### config.mk
export PLATFORM = sky130hd
export DESIGN_NAME = cpu_bus_arbiter
export DESIGN_NICKNAME = d
export VERILOG_FILES = /design/src/rtl/cpu_bus_pkg.sv /design/src/rtl/cpu_bus_req_slot.sv /design/src/rtl/cpu_bus_arbiter.sv
export SDC_FILE = /design/constraint.sdc
export NUM_CORES = 1
export LEC_CHECK = 0
export BUFFER_PORTS_ARGS = -buffer_cell sky130_fd_sc_hd__buf_2
export CAP_MARGIN = 15
export CORE_MARGIN = 2
export CORE_UTILIZATION = 48
export CTS_CLUSTER_DIAMETER = 40
export DETAILED_ROUTE_END_ITERATION = 8
export GPL_TIMING_DRIVEN = 1
export PLACE_DENSITY = 0.9
export SLEW_MARGIN = 10
export SYNTH_ARGS = -nofsm -noshare
export SYNTH_HDL_FRONTEND = slang
export SYNTH_SLANG_ARGS = --single-unit
### constraint.sdc
create_clock -name clock -period 1.7 [get_ports clock]
set_input_delay 0.17 -clock clock [delete_from_list [all_inputs] [get_ports clock]]
set_output_delay 0.17 -clock clock [all_outputs]
set_load 0.02 [all_outputs]
### src/rtl/cpu_bus_pkg.sv
// Shared types and constants for the CPU bus arbiter and its holding slots.
package cpu_bus_pkg;

    // Width of the address field inside a held request.
    localparam int unsigned BUS_ADDR_WIDTH = 32;

    localparam logic [1:0] SIZE_BYTE = 2'b00;
    localparam logic [1:0] SIZE_HALF = 2'b01;
    localparam logic [1:0] SIZE_WORD = 2'b10;

    typedef enum logic {
        IDLE,
        WAIT
    } arb_state_t;

    typedef enum logic {
        OWN_INSTR,
        OWN_DATA
    } owner_t;

    typedef struct packed {
        logic [BUS_ADDR_WIDTH-1:0] addr;
        logic [1:0]                size;
        logic                      write;
        logic [31:0]               wdata;
    } bus_req_t;

endpackage

### src/rtl/cpu_bus_req_slot.sv
// One request holding slot: captures a request pulse, holds it until the
// owning port is acked, and flags requests that arrive while it is full.
module cpu_bus_req_slot
    import cpu_bus_pkg::*;
(
    input  logic                      clock,
    input  logic                      reset,
    input  logic                      load_i,
    input  logic [BUS_ADDR_WIDTH-1:0] addr_i,
    input  logic [1:0]                size_i,
    input  logic                      write_i,
    input  logic [31:0]               wdata_i,
    input  logic                      clear_i,
    output logic                      valid_o,
    output logic [BUS_ADDR_WIDTH-1:0] addr_o,
    output logic [1:0]                size_o,
    output logic                      write_o,
    output logic [31:0]               wdata_o,
    output logic                      overflow_o
);

    logic     valid_q, valid_d;
    bus_req_t req_q, req_d;
    logic     accept;

    // A load is accepted into an empty slot, or into one being cleared this cycle.
    assign accept     = load_i && (!valid_q || clear_i);
    assign overflow_o = load_i && valid_q && !clear_i;

    // Next-state: reload on accept, otherwise drop valid on clear.
    always_comb begin
        valid_d = valid_q;
        req_d   = req_q;
        if (accept) begin
            valid_d     = 1'b1;
            req_d.addr  = addr_i;
            req_d.size  = size_i;
            req_d.write = write_i;
            req_d.wdata = wdata_i;
        end else if (clear_i) begin
            valid_d = 1'b0;
        end
    end

    // Slot state register.
    always_ff @(posedge clock) begin
        if (reset) begin
            valid_q <= 1'b0;
            req_q   <= '0;
        end else begin
            valid_q <= valid_d;
            req_q   <= req_d;
        end
    end

    assign valid_o = valid_q;
    assign addr_o  = req_q.addr;
    assign size_o  = req_q.size;
    assign write_o = req_q.write;
    assign wdata_o = req_q.wdata;

endmodule

### src/rtl/cpu_bus_arbiter.sv
// Shares one memory bus between the CPU fetch port (cpui) and data port (cpud).
// One transaction outstanding at a time; acks and read data are routed back
// combinationally in the mem_ack cycle.
// Optional: define CPU_BUS_ARB_ROUND_ROBIN_EN to alternate grants when both
// ports are waiting; otherwise the data port always wins.
module cpu_bus_arbiter
    import cpu_bus_pkg::*;
#(
    parameter int unsigned ADDR_WIDTH = 32
) (
    input  logic                  clock,
    input  logic                  reset,
    input  logic                  cpui_request,
    input  logic [ADDR_WIDTH-1:0] cpui_addr,
    output logic [31:0]           cpui_rdata,
    output logic                  cpui_ack,
    input  logic                  cpud_request,
    input  logic [ADDR_WIDTH-1:0] cpud_addr,
    input  logic [1:0]            cpud_size,
    input  logic                  cpud_write,
    input  logic [31:0]           cpud_wdata,
    output logic [31:0]           cpud_rdata,
    output logic                  cpud_ack,
    output logic                  mem_request,
    output logic [ADDR_WIDTH-1:0] mem_addr,
    output logic [1:0]            mem_size,
    output logic                  mem_write,
    output logic [31:0]           mem_wdata,
    input  logic [31:0]           mem_rdata,
    input  logic                  mem_ack,
    output logic                  protocol_error
);

    // The held-request struct has a fixed address width; the bus must match it.
    if (ADDR_WIDTH != BUS_ADDR_WIDTH) begin : g_width_check
        $error("cpu_bus_arbiter: ADDR_WIDTH must equal BUS_ADDR_WIDTH");
    end

    arb_state_t state_q, state_d;
    owner_t     owner_q, owner_d;
    owner_t     grant;
    owner_t     sel;
    logic       drive;
    logic       protocol_error_q;

    logic                  instr_valid, instr_write, instr_overflow;
    logic [ADDR_WIDTH-1:0] instr_addr;
    logic [1:0]            instr_size;
    logic [31:0]           instr_wdata;

    logic                  data_valid, data_write, data_overflow;
    logic [ADDR_WIDTH-1:0] data_addr;
    logic [1:0]            data_size;
    logic [31:0]           data_wdata;

`ifdef CPU_BUS_ARB_ROUND_ROBIN_EN
    owner_t last_grant_q, last_grant_d;
`endif

    // Fetches are always word reads.
    cpu_bus_req_slot u_instr_slot (
        .clock      (clock),
        .reset      (reset),
        .load_i     (cpui_request),
        .addr_i     (cpui_addr),
        .size_i     (SIZE_WORD),
        .write_i    (1'b0),
        .wdata_i    (32'h0),
        .clear_i    (cpui_ack),
        .valid_o    (instr_valid),
        .addr_o     (instr_addr),
        .size_o     (instr_size),
        .write_o    (instr_write),
        .wdata_o    (instr_wdata),
        .overflow_o (instr_overflow)
    );

    cpu_bus_req_slot u_data_slot (
        .clock      (clock),
        .reset      (reset),
        .load_i     (cpud_request),
        .addr_i     (cpud_addr),
        .size_i     (cpud_size),
        .write_i    (cpud_write),
        .wdata_i    (cpud_wdata),
        .clear_i    (cpud_ack),
        .valid_o    (data_valid),
        .addr_o     (data_addr),
        .size_o     (data_size),
        .write_o    (data_write),
        .wdata_o    (data_wdata),
        .overflow_o (data_overflow)
    );

    // Grant choice among valid slots.
    always_comb begin
`ifdef CPU_BUS_ARB_ROUND_ROBIN_EN
        if (instr_valid && data_valid) begin
            grant = (last_grant_q == OWN_DATA) ? OWN_INSTR : OWN_DATA;
        end else begin
            grant = data_valid ? OWN_DATA : OWN_INSTR;
        end
`else
        grant = data_valid ? OWN_DATA : OWN_INSTR;
`endif
    end

    // FSM next-state, bus drive and ack routing.
    always_comb begin
        state_d     = state_q;
        owner_d     = owner_q;
        sel         = owner_q;
        drive       = 1'b0;
        mem_request = 1'b0;
        mem_addr    = '0;
        mem_size    = 2'b00;
        mem_write   = 1'b0;
        mem_wdata   = 32'h0;
        cpui_ack    = 1'b0;
        cpud_ack    = 1'b0;
        cpui_rdata  = 32'h0;
        cpud_rdata  = 32'h0;
`ifdef CPU_BUS_ARB_ROUND_ROBIN_EN
        last_grant_d = last_grant_q;
`endif
        unique case (state_q)
            IDLE: begin
                // mem_ack here is stray and deliberately ignored.
                if (instr_valid || data_valid) begin
                    sel         = grant;
                    drive       = 1'b1;
                    mem_request = 1'b1;
                    owner_d     = grant;
                    state_d     = WAIT;
`ifdef CPU_BUS_ARB_ROUND_ROBIN_EN
                    last_grant_d = grant;
`endif
                end
            end
            WAIT: begin
                drive = 1'b1;
                if (mem_ack) begin
                    if (owner_q == OWN_DATA) begin
                        cpud_ack   = 1'b1;
                        cpud_rdata = mem_rdata;
                    end else begin
                        cpui_ack   = 1'b1;
                        cpui_rdata = mem_rdata;
                    end
                    state_d = IDLE;
                end
            end
            default: state_d = IDLE;
        endcase

        if (drive) begin
            if (sel == OWN_DATA) begin
                mem_addr  = data_addr;
                mem_size  = data_size;
                mem_write = data_write;
                mem_wdata = data_wdata;
            end else begin
                mem_addr  = instr_addr;
                mem_size  = instr_size;
                mem_write = instr_write;
                mem_wdata = instr_wdata;
            end
        end
    end

    // State, owner and sticky error registers.
    always_ff @(posedge clock) begin
        if (reset) begin
            state_q          <= IDLE;
            owner_q          <= OWN_INSTR;
            protocol_error_q <= 1'b0;
        end else begin
            state_q <= state_d;
            owner_q <= owner_d;
            if (instr_overflow || data_overflow) begin
                protocol_error_q <= 1'b1;
            end
        end
    end

`ifdef CPU_BUS_ARB_ROUND_ROBIN_EN
    // Remembers the last granted port for alternation.
    always_ff @(posedge clock) begin
        if (reset) begin
            last_grant_q <= OWN_INSTR;
        end else begin
            last_grant_q <= last_grant_d;
        end
    end
`endif

    assign protocol_error = protocol_error_q;

endmodule

==> results_dict.tcl <==
set metrics [dict create \
    critPathLaunchType "flip-flop" \
    clockBufferDepth 2 \
    power.density_mw_per_mm2 724 \
    initial_core_util_pct 49.3 \
    period_minus_slack_ns 1.92 \
    fillers 789 \
    reg2reg_from "state_q$_SDFF_PP0_" \
    grt-ovfl-total 0 \
    dieArea_mm2 0.0132 \
    max_freq_ghz 0.522 \
    place_hpwl_um 11400 \
    cp_max_fo 17 \
    final_nets 1091 \
    post-route-drc-count 0 \
    hold_path_class "primary input to flip-flop" \
    chipWidth_um 115 \
    hp-start "cpud_addr[29]" \
    tightest_slew_ns 0.319 \
    cap_violations 0 \
    ys_ff_latch 105 \
    numClockSinks 105 \
    synth_cell_types 22 \
    status "complete, but fails checks" \
    post_drt_via_cell_ratio 5.05 \
    routedWlPerCell_um 17.1 \
    hold_violations 0 \
    leakage_nw 4.27 \
    path_clk_slew_ns 0.07 \
    root_buffer "clkbuf_16" \
    ys_warn_count 0 \
    crit_chain "buf_4, buf_6, buf_6, a21oi_4, buf_4, buf_12, nor2b_1, buf_4" \
    area_growth_syn_to_layout_pct 52.8 \
    ctsHtreeMaxLevel 3 \
    routed_wl_um 19000 \
    placed_area_mm2 0.00761 \
    required_ns 1.53 \
    io_pins 271 \
    seq_area_frac_synth_pct 35.5 \
    worstSkewPairLatency_ns 0.34 \
    drive_gt1_share_pct 43.8 \
    grt_pass1_wl_um 23700 \
    setup_ws_ns -0.215 \
    critical-path-top-delay-family "buffers and inverters" \
    slowest_delay_ns 0.36 \
    finClkSkew_ns 0.00645 \
    syn-cell-area_mm2 0.00592 \
    maxSlewHeadroom_pct 78.7 \
    multi_input_area_mm2 0.00381 \
    violations "setup timing" \
    tns_ns -20.58 \
    syn_inst 677 \
    p_total_w 0.00655 \
    cp_data_arrival_time_ns 1.75 \
    cts_buffers 9 \
    groute.usage.overall_pct 22.4 \
    reg2regPathDepth 9 \
    drtIter0Drc 324 \
    drv_slew 0 \
    vdd_drop_max_v 0.000420 \
    layout.area.seq_mm2 0.00211 \
    avgSynthCellArea_um2 8.75 \
    cts_tree "yes" \
    num_rows 40 \
    design_area_mm2 0.00905 \
    r2r_setup_slack_ns -0.07 \
    die_h_um 115 \
    worstSetupPathType "flip-flop to output pin" \
    antenna_found_initial 3 \
    ant_nets 0 \
    first_global_vias 4905 \
    end_kind "output pin" \
    slowest_stage "dfxtp_4" \
    synth_fp_nets 813 \
    finalCritPeriodShare_pct 113 \
    vias 5611 \
    io_buffers 270 \
    whs_endpoint "u_data_slot.addr_o[29]$_SDFFE_PP0P_" \
    postCtsHoldBufs 0 \
    rsz0062_at_grt "true" \
    reg2reg_to "u_data_slot.size_o[0]$_SDFFE_PP0P_" \
    core-area_mm2 0.0120 \
    dr.pass1.iters 4 \
    setup_viol 206 \
    path_common_cell "buf_4" \
    grt_max_degree 82 \
    hold_depth 3 \
    gp_congestion 0.884 \
    path_buf_inv 6 \
]
kinds of logic (layout without fill, tap and decap cells):
group	Yosys count	after routing	share of synthesized area, %
buffers and inverters	56	339	4.50
AND/OR/NAND/NOR	376	376	36.7
AO/OA/AOI/OAI	8	8	0.993
multiplexers	132	132	22.3
other	0	3	0
flip-flops	105	105	35.5
metal layers:
| metal | part of all wire [%] | vias to the layer above | global-route usage [%] | wire, um |
|---|---|---|---|---|
| li1 | - | 2712 | - | - |
| met1 | 40 | 2620 | 26.0 | 7540 |
| met2 | 50 | 221 | 40.7 | 9530 |
| met3 | 5.8 | 58 | 3.74 | 1110 |
| met4 | 4.4 | 0 | 9.88 | 835 |
| met5 | 0 | - | 0 | 0 |
per-stage QoR:
step / instances / worst slack, ns / hold WS (ns) / utilization (%)
CTS: 1087 / -0.197 / 0.0754 / 67.2
floorplan: 677 / -0.0475 / 0.287 / -
global placement: 1064 / 0.155 / 0.424 / 63.3
finish: 1110 / -0.215 / 0.0845 / 75.3
detailed placement: 1064 / 0.107 / 0.438 / 63.3
global route: 1110 / -0.263 / 0.0845 / 75.3
registers in the layout, indices dropped and copies added (netlist names):
name and cells:
state_q 1, u_instr_slot.valid_o 1, u_data_slot.write_o 1, u_data_slot.valid_o 1
u_data_slot.wdata_o 32, u_instr_slot.size_o 1, owner_q 1, u_data_slot.size_o 2
u_instr_slot.addr_o 32, protocol_error 1, u_data_slot.addr_o 32
how the worst max path moves through the flow:
| stage | slack [ns] | end | cells past startpoint | from |
|---|---|---|---|---|
| finish | -0.22 | mem_wdata[11] | 8 | state_q$_SDFF_PP0_ |
| CTS | -0.20 | mem_addr[13] | 6 | state_q$_SDFF_PP0_ |
| floorplan | -0.05 | mem_addr[22] | 4 | state_q$_SDFF_PP0_ |
| global placement | 0.15 | mem_addr[30] | 5 | u_instr_slot.valid_o$_SDFFE_PP0P_ |
| global route | -0.26 | mem_wdata[11] | 8 | state_q$_SDFF_PP0_ |
| detailed placement | 0.11 | mem_addr[29] | 5 | u_instr_slot.valid_o$_SDFFE_PP0P_ |
placed cells by master, fill, tap and decap left out, types with 2 or more instances in the layout:
| master | count |
|---|---|
| nor2b_1 | 34 |
| nand2_1 | 62 |
| clkbuf_1 | 2 |
| nand2b_1 | 198 |
| and2_4 | 64 |
| buf_12 | 18 |
| buf_8 | 2 |
| clkinv_4 | 2 |
| nor2_1 | 5 |
| clkbuf_8 | 2 |
| buf_2 | 172 |
| buf_6 | 75 |
| dfxtp_1 | 102 |
| a21boi_4 | 2 |
| nand2_2 | 4 |
| diode_2 | 3 |
| dfxtp_4 | 2 |
| mux2i_1 | 129 |
| clkbuf_16 | 17 |
| a21oi_1 | 2 |
| a21oi_4 | 2 |
| buf_4 | 45 |
| nand3_1 | 2 |
| mux2i_2 | 3 |
layout make-up:
type | instances | area share [%]
multi-input combinational | 516 | 42.1
timing repair buffer | 320 | 29.1
sequential | 105 | 23.3
clock buffer | 13 | 2.88
tap | 147 | 2.03
clock inverter | 3 | 0.277
inverter | 3 | 0.207
antenna | 3 | 0.0830
what timing repair did:
item                       4_1_cts  5_1_grt
resized for setup               27      236
setup buffers                    5        8
pin swaps                        1        6
setup endpoints to repair      132      131
cloned                           2       14
synth_stat cells:
cell,instances,area [um^2]
a21boi_1,1,7.51
a21boi_2,1,11.3
a21oi_1,3,15.0
a21oi_2,1,8.76
a31oi_1,1,6.26
and2_1,64,400
and3b_1,1,8.76
buf_2,9,45.0
buf_4,6,45.0
buf_6,3,33.8
clkbuf_1,35,131
dfxtp_1,105,2100
inv_1,3,11.3
mux2i_1,132,1320
nand2_1,67,251
nand2b_1,199,1240
nand3_1,3,15.0
nand3b_1,1,7.51
nor2_1,5,18.8
nor2b_1,35,219
o21ba_2,1,10.0
or3_1,1,6.26
worst min-delay path: stages:
cell and delay, ns:
buf_2 0.10, nand2b_1 0.05, mux2i_1 0.06
power breakdown:
group / switching, W / total, W / internal, W / leakage, nW
clock: 0.000888 / 0.00197 / 0.00108 / 0.136
combinational: 0.000889 / 0.00184 / 0.000955 / 3.27
sequential: 0.000105 / 0.00273 / 0.00263 / 0.865
Power figures use the tool's default switching activity.
